===== config.mk =====
export PLATFORM = sky130hd
export DESIGN_NAME = hamming_decoder
export DESIGN_NICKNAME = d
export VERILOG_FILES = /design/src/rtl/hamming_pkg.sv /design/src/rtl/hamming_syndrome.sv /design/src/rtl/hamming_decoder.sv
export SDC_FILE = /design/constraint.sdc
export NUM_CORES = 1
export LEC_CHECK = 0
export ABC_AREA = 1
export BUFFER_PORTS_ARGS = -buffer_cell sky130_fd_sc_hd__buf_2
export CORE_MARGIN = 4
export CORE_UTILIZATION = 56
export CTS_CLUSTER_DIAMETER = 30
export CTS_CLUSTER_SIZE = 20
export DETAILED_ROUTE_END_ITERATION = 10
export GPL_TIMING_DRIVEN = 0
export HOLD_SLACK_MARGIN = 0.12
export PLACE_DENSITY = 0.79
export SLEW_MARGIN = 20
export SYNTH_ARGS = -nofsm -noshare
export SYNTH_HDL_FRONTEND = slang
export SYNTH_SLANG_ARGS = --single-unit

===== constraint.sdc =====
create_clock -name clk -period 2 [get_ports clk]
set_input_delay 0.3 -clock clk [delete_from_list [all_inputs] [get_ports clk]]
set_output_delay 0.3 -clock clk [all_outputs]
set_load 0.005 [all_outputs]

===== src/rtl/hamming_pkg.sv =====
// Shared Hamming(21,16) constants and helpers for the encoder/decoder pair.
// Codeword bit i carries Hamming position i+1; parity sits at the power-of-two positions.
package hamming_pkg;

    localparam int unsigned CW_W   = 21;
    localparam int unsigned DATA_W = 16;
    localparam int unsigned SYN_W  = 5;

    // Codeword bit index of each parity bit p1..p5.
    localparam int unsigned P1_BIT = 0;
    localparam int unsigned P2_BIT = 1;
    localparam int unsigned P3_BIT = 3;
    localparam int unsigned P4_BIT = 7;
    localparam int unsigned P5_BIT = 15;

    localparam logic [CW_W-1:0] PARITY_MASK = CW_W'((1 << P1_BIT) | (1 << P2_BIT) |
                                                   (1 << P3_BIT) | (1 << P4_BIT) |
                                                   (1 << P5_BIT));

    // Highest syndrome that names a real codeword position.
    localparam logic [SYN_W-1:0] SYN_MAX = SYN_W'(CW_W);

    // Mask k selects every position whose index has bit k set, parity bit included.
    localparam logic [CW_W-1:0] SYN_MASK [SYN_W] = '{
        21'h155555,
        21'h066666,
        21'h187878,
        21'h007F80,
        21'h1F8000
    };

    function automatic logic [SYN_W-1:0] calc_syndrome(input logic [CW_W-1:0] cw);
        logic [SYN_W-1:0] syn;
        syn = '0;
        for (int unsigned k = 0; k < SYN_W; k++) begin
            syn[k] = ^(cw & SYN_MASK[k]);
        end
        return syn;
    endfunction

    function automatic logic [DATA_W-1:0] extract_data(input logic [CW_W-1:0] cw);
        return {cw[20:16], cw[14:8], cw[6:4], cw[2]};
    endfunction

endpackage


===== src/rtl/hamming_syndrome.sv =====
// Combinational syndrome generator: 21-bit codeword in, 5-bit syndrome out.
module hamming_syndrome
    import hamming_pkg::*;
(
    input  logic [CW_W-1:0]  codeword,
    output logic [SYN_W-1:0] syndrome
);

    assign syndrome = calc_syndrome(codeword);

endmodule


===== src/rtl/hamming_decoder.sv =====
// Hamming(21,16) receive decoder: 2-stage elastic pipeline with single-bit correction
// and saturating corrected/uncorrectable word counters.
module hamming_decoder
    import hamming_pkg::*;
#(
    parameter int unsigned CNT_W = 16
) (
    input  logic              clk,
    input  logic              reset,
    input  logic [CW_W-1:0]   in_codeword,
    input  logic              in_valid,
    output logic              in_ready,
    output logic [DATA_W-1:0] out_data,
    output logic              out_corrected,
    output logic              out_uncorrectable,
    output logic              out_valid,
    input  logic              out_ready,
    input  logic              stat_clear,
    output logic [CNT_W-1:0]  corrected_cnt,
    output logic [CNT_W-1:0]  uncorrectable_cnt
);

    logic              s1_valid_q;
    logic [CW_W-1:0]   s1_cw_q;
    logic [SYN_W-1:0]  s1_syn_q;
    logic [SYN_W-1:0]  in_syn;
    logic              s1_adv;
    logic              s2_load;
    logic [CW_W-1:0]   fixed_cw;
    logic              fix_corr;
    logic              fix_unc;

    hamming_syndrome u_syndrome (
        .codeword (in_codeword),
        .syndrome (in_syn)
    );

    assign s1_adv   = !out_valid | out_ready;
    assign in_ready = !s1_valid_q | s1_adv;
    assign s2_load  = s1_adv & s1_valid_q;

    always_ff @(posedge clk) begin
        if (reset) begin
            s1_valid_q <= 1'b0;
            s1_cw_q    <= '0;
            s1_syn_q   <= '0;
        end else if (in_ready) begin
            s1_valid_q <= in_valid;
            if (in_valid) begin
                s1_cw_q  <= in_codeword;
                s1_syn_q <= in_syn;
            end
        end
    end

    always_comb begin
        fixed_cw = s1_cw_q;
        fix_corr = 1'b0;
        fix_unc  = 1'b0;
        if (s1_syn_q != '0) begin
            if (s1_syn_q <= SYN_MAX) begin
                fix_corr = 1'b1;
                for (int unsigned i = 0; i < CW_W; i++) begin
                    if (s1_syn_q == SYN_W'(i + 1)) begin
                        fixed_cw[i] = ~s1_cw_q[i];
                    end
                end
            end else begin
                fix_unc = 1'b1;
            end
        end
    end

    // Stage 2 doubles as the output register, so it holds whenever the consumer stalls.
    always_ff @(posedge clk) begin
        if (reset) begin
            out_valid         <= 1'b0;
            out_data          <= '0;
            out_corrected     <= 1'b0;
            out_uncorrectable <= 1'b0;
        end else if (s1_adv) begin
            out_valid <= s1_valid_q;
            if (s1_valid_q) begin
                out_data          <= extract_data(fixed_cw);
                out_corrected     <= fix_corr;
                out_uncorrectable <= fix_unc;
            end
        end
    end

    always_ff @(posedge clk) begin
        if (reset || stat_clear) begin
            corrected_cnt     <= '0;
            uncorrectable_cnt <= '0;
        end else begin
            if (s2_load && fix_corr && (corrected_cnt != '1)) begin
                corrected_cnt <= corrected_cnt + 1'b1;
            end
            if (s2_load && fix_unc && (uncorrectable_cnt != '1)) begin
                uncorrectable_cnt <= uncorrectable_cnt + 1'b1;
            end
        end
    end

endmodule

==> results.md <==
* Max Fanout on Critical Path at 10
* Run status: completed
* Pins Over Slew Limit at 0
* Post-route ant nets at 0
* Number of sinks on the clock net at between 70 and 80
* Final wirelength at around 11 mm
* X dimension of the die at between 90 and 100 um
* Launching point of the worst reg2reg path: corrected_cnt[0]
* Fill cell instance count of the final layout at 675
* Antenna diode instance count at 0
* Cell area power density at 652 nW/um^2
* Hold Crit Endpoint: out_valid
* Die area at between 9000 and 10000 um^2
* Netlist area before placement at 4270 um^2
* RSZ-0062 raised after global routing: false
* Highest clock rate at about 540 MHz
* TritonCTS clock tree: built
* Crit path DAT at 2.10 ns
* Growth of design area from synthesis to finish at 16.7%
* Effective utilization at floorplan at 0.583
* Height of the chip at 95.4 um
* Number of clock buffers inserted by TritonCTS at 9
* Initial antenna violation count at 0
* Clock latency at the later pin of the worst-skew pair at 0.36 ns
* Proportion of layout cells with a drive suffix above 1 at 0.158
* Worst Tran Pin Value at a little over 0.5 ns
* Final period demand of the worst path at around 1.8 ns
* CTS H-tree depth at 3
* Register-to-register path setup slack at between 0.15 and 0.2 ns
* Cell count after synthesis at roughly 670
* Min-delay worst type: in -> reg
* Avg Vias per Cell at 5.14
* Final Wtd Congestion at about 0.88
* Residual overflow from global routing at 0
* Wire length the detailed router placed on met1 at 4.54 mm
* Endpoint of the worst-slack reg-to-reg timing path: corrected_cnt[0]
* Wire length of the first global-routing pass at approximately 17 mm
* Count of endpoints failing hold in the final timing report at 0
* DR WL met3 at around 560 um
* Average size of a mapped cell at approximately 6.4 um^2
* Startpoint of the tightest hold check path: out_ready
* Post-route fraction of the period consumed by the critical path at 0.925
* DRC Markers at 0
* HPWL after detailed placement at about 8 mm
* Synthesized Nets at between 700 and 800
* Highest ir drop seen on vdd at ~0.36 mV
* Port Buffer Count at 76
* Leakage power figure at roughly 2.4 nW
* Net total in the final layout at slightly below 800
* Setup TNS at 0 ns
* Number of rows created at floorplan at 31
* Setup skew after layout at ~0.012 ns
* Sequential area share after synthesis at 0.342
* Detailed Route Iter0 Violations at about 140
* Placeable core area at around 7300 um^2
* Cts-stage hold buffer count at 0
* I/O pin cnt at just under 80
* Worst hold path stage count at 4
* Number of distinct library cells after synthesis at 30
* Count of max-cap constraint violations at 0
* Final setup violation count at 0
* Warning count from the yosys run at 0
* Register-to-Register Path Depth at 9
* Clk Tree Root Cell: clkbuf_8
* Data required time of the critical path at between 2 and 2.5 ns
* GRT Overall Usage at 0.241
* Detail Route met2 WL at about 5.3 mm
* Routed length per instance at around 12 um
* Kind of start point of the critical path: flop
* Pin count of the biggest net entering global routing at 14
* Number of iterations in the first detailed-routing pass at 6
* Number of synthesized register bits at 73
* Reg clk slew, reported paths at ~0.080 ns
* Final core area utilization at 0.680
* Crit. End Element: flop
* Number of global-route vias before repair at approximately 4.0k
* Relative max-transition margin at 0.661
* Highest metal layer used by the detailed router: met4
* Worst setup path class: reg -> reg
* Vias at around 4.4k
* Number of buffers on the longest clock path at 2
-- logic make-up (layout without fill, tap and decap cells) --
kind of cell | count (synthesis) | after routing | synth area share
and+or+nand+nor | 361 | 361 | 0.351
buffers and inverters | 104 | 196 | 0.100
AOI/OAI and AO/OA | 101 | 101 | 0.136
DFF | 73 | 73 | 0.342
xor gates and xnor gates | 32 | 32 | 0.0656
adders and majority gates | 2 | 2 | 0.00585
-- per-layer routing --
metal	vias to the layer above	GRT usage
met2	112	0.433
met4	0	0.0709
met3	18	0.0505
met5	-	0
met1	2002	0.288
li1	2306	-
-- layout by cell type, fill, tap and decap left out, types with 4 or more instances in the layout --
master    netlist  layout
buf_2           1      77
clkbuf_1       12      12
xor2_1         22      22
o221ai_1        9       9
dfxtp_1        73      72
inv_1          82      82
clkbuf_8        0      10
nand3_1        38      38
nor3_1         10      10
nand2_1       232     232
buf_6           4       4
nor2_1         57      57
o21ai_0        31      31
xnor2_1        10      10
nand4_1        10      10
a21oi_1        53      53
-- sequential cells by signal, indices dropped and copies added (netlist names) --
signal and count:
uncorrectable_cnt 16, out_uncorrectable 1, s1_valid_q 1, out_data 16, s1_syn_q 5, out_valid 1
s1_cw_q 16, corrected_cnt 16, out_corrected 1
-- what timing repair did --
item / 4_1_cts / 5_1_grt
resized for setup: 0 / 2
endpoints found under the hold margin: 0 / 0
setup buffers: 0 / 0
setup endpoints to repair: 0 / 11
-- critical path, stage by stage (launching register included) --
cell,delay (ns)
dfxtp_1,0.42
ha_2,0.27
inv_1,0.06
nor2_2,0.21
nand2_2,0.13
nor2_1,0.22
nor2_4,0.10
buf_6,0.15
nor2_1,0.12
nor2_1,0.07
-- final cells by class --
| class | count | area (um^2) | share of cell area |
|---|---|---|---|
| timing repair buffer | 76 | 380 | 0.0763 |
| clock buffer | 10 | 138 | 0.0276 |
| tap | 99 | 124 | 0.0248 |
| sequential | 73 | 1460 | 0.293 |
| inverter | 86 | 325 | 0.0652 |
| clock inverter | 6 | 67.6 | 0.0135 |
| multi-input combinational | 496 | 2390 | 0.479 |
| buffer | 18 | 103 | 0.0206 |
-- cell usage after synthesis --
library cell / instances / area [um^2]
nand2_1: 232 / 871
and2_1: 1 / 6.26
buf_4: 1 / 7.51
nand3_1: 38 / 190
buf_2: 1 / 5.00
a21oi_2: 3 / 26.3
a21oi_1: 53 / 265
inv_4: 1 / 6.26
dfxtp_1: 73 / 1460
inv_1: 82 / 308
xor2_1: 22 / 193
o221ai_1: 9 / 78.8
nor2_2: 3 / 18.8
o21ai_4: 1 / 16.3
nor2_1: 57 / 214
o211ai_1: 3 / 22.5
ha_1: 2 / 25.0
nor2_4: 3 / 33.8
o21ai_0: 31 / 155
xnor2_1: 10 / 87.6
inv_2: 3 / 11.3
nor3_2: 2 / 20.0
clkbuf_1: 12 / 45.0
nor3_1: 10 / 50.1
buf_6: 4 / 45.0
nand4_1: 10 / 62.6
nand2_2: 3 / 18.8
a21oi_4: 1 / 16.3
nand3b_1: 1 / 7.51
or2_2: 1 / 6.26
-- worst max-delay path by stage --
stage | from | endpoint | slack [ns]
finish | corrected_cnt[0] | corrected_cnt[0] | 0.15
global route | uncorrectable_cnt[0] | uncorrectable_cnt[3] | 0.008
CTS | corrected_cnt[0] | corrected_cnt[0] | 0.12
detailed placement | corrected_cnt[0] | corrected_cnt[6] | 0.16
global placement | corrected_cnt[0] | corrected_cnt[5] | 0.25
floorplan | corrected_cnt[0] | corrected_cnt[1] | 0.39
-- stage by stage --
step	total power, mW	hold slack, ns	cells	setup WS, ns	area [um^2]
after floorplan	1.92	0.434	673	0.389	4270
after global routing	3.40	0.235	864	0.00847	4990
after detailed placement	2.09	0.456	848	0.160	4780
final	3.25	0.239	864	0.151	4990
after CTS	3.27	0.229	864	0.115	4980
after global placement	2.07	0.448	848	0.249	4780
-- power by group --
part	switching (mW)	internal [mW]
sequential	0.0515	1.52
combinational	0.312	0.177
clock	0.583	0.612
No activity file was read; power rests on OpenSTA's default activity.
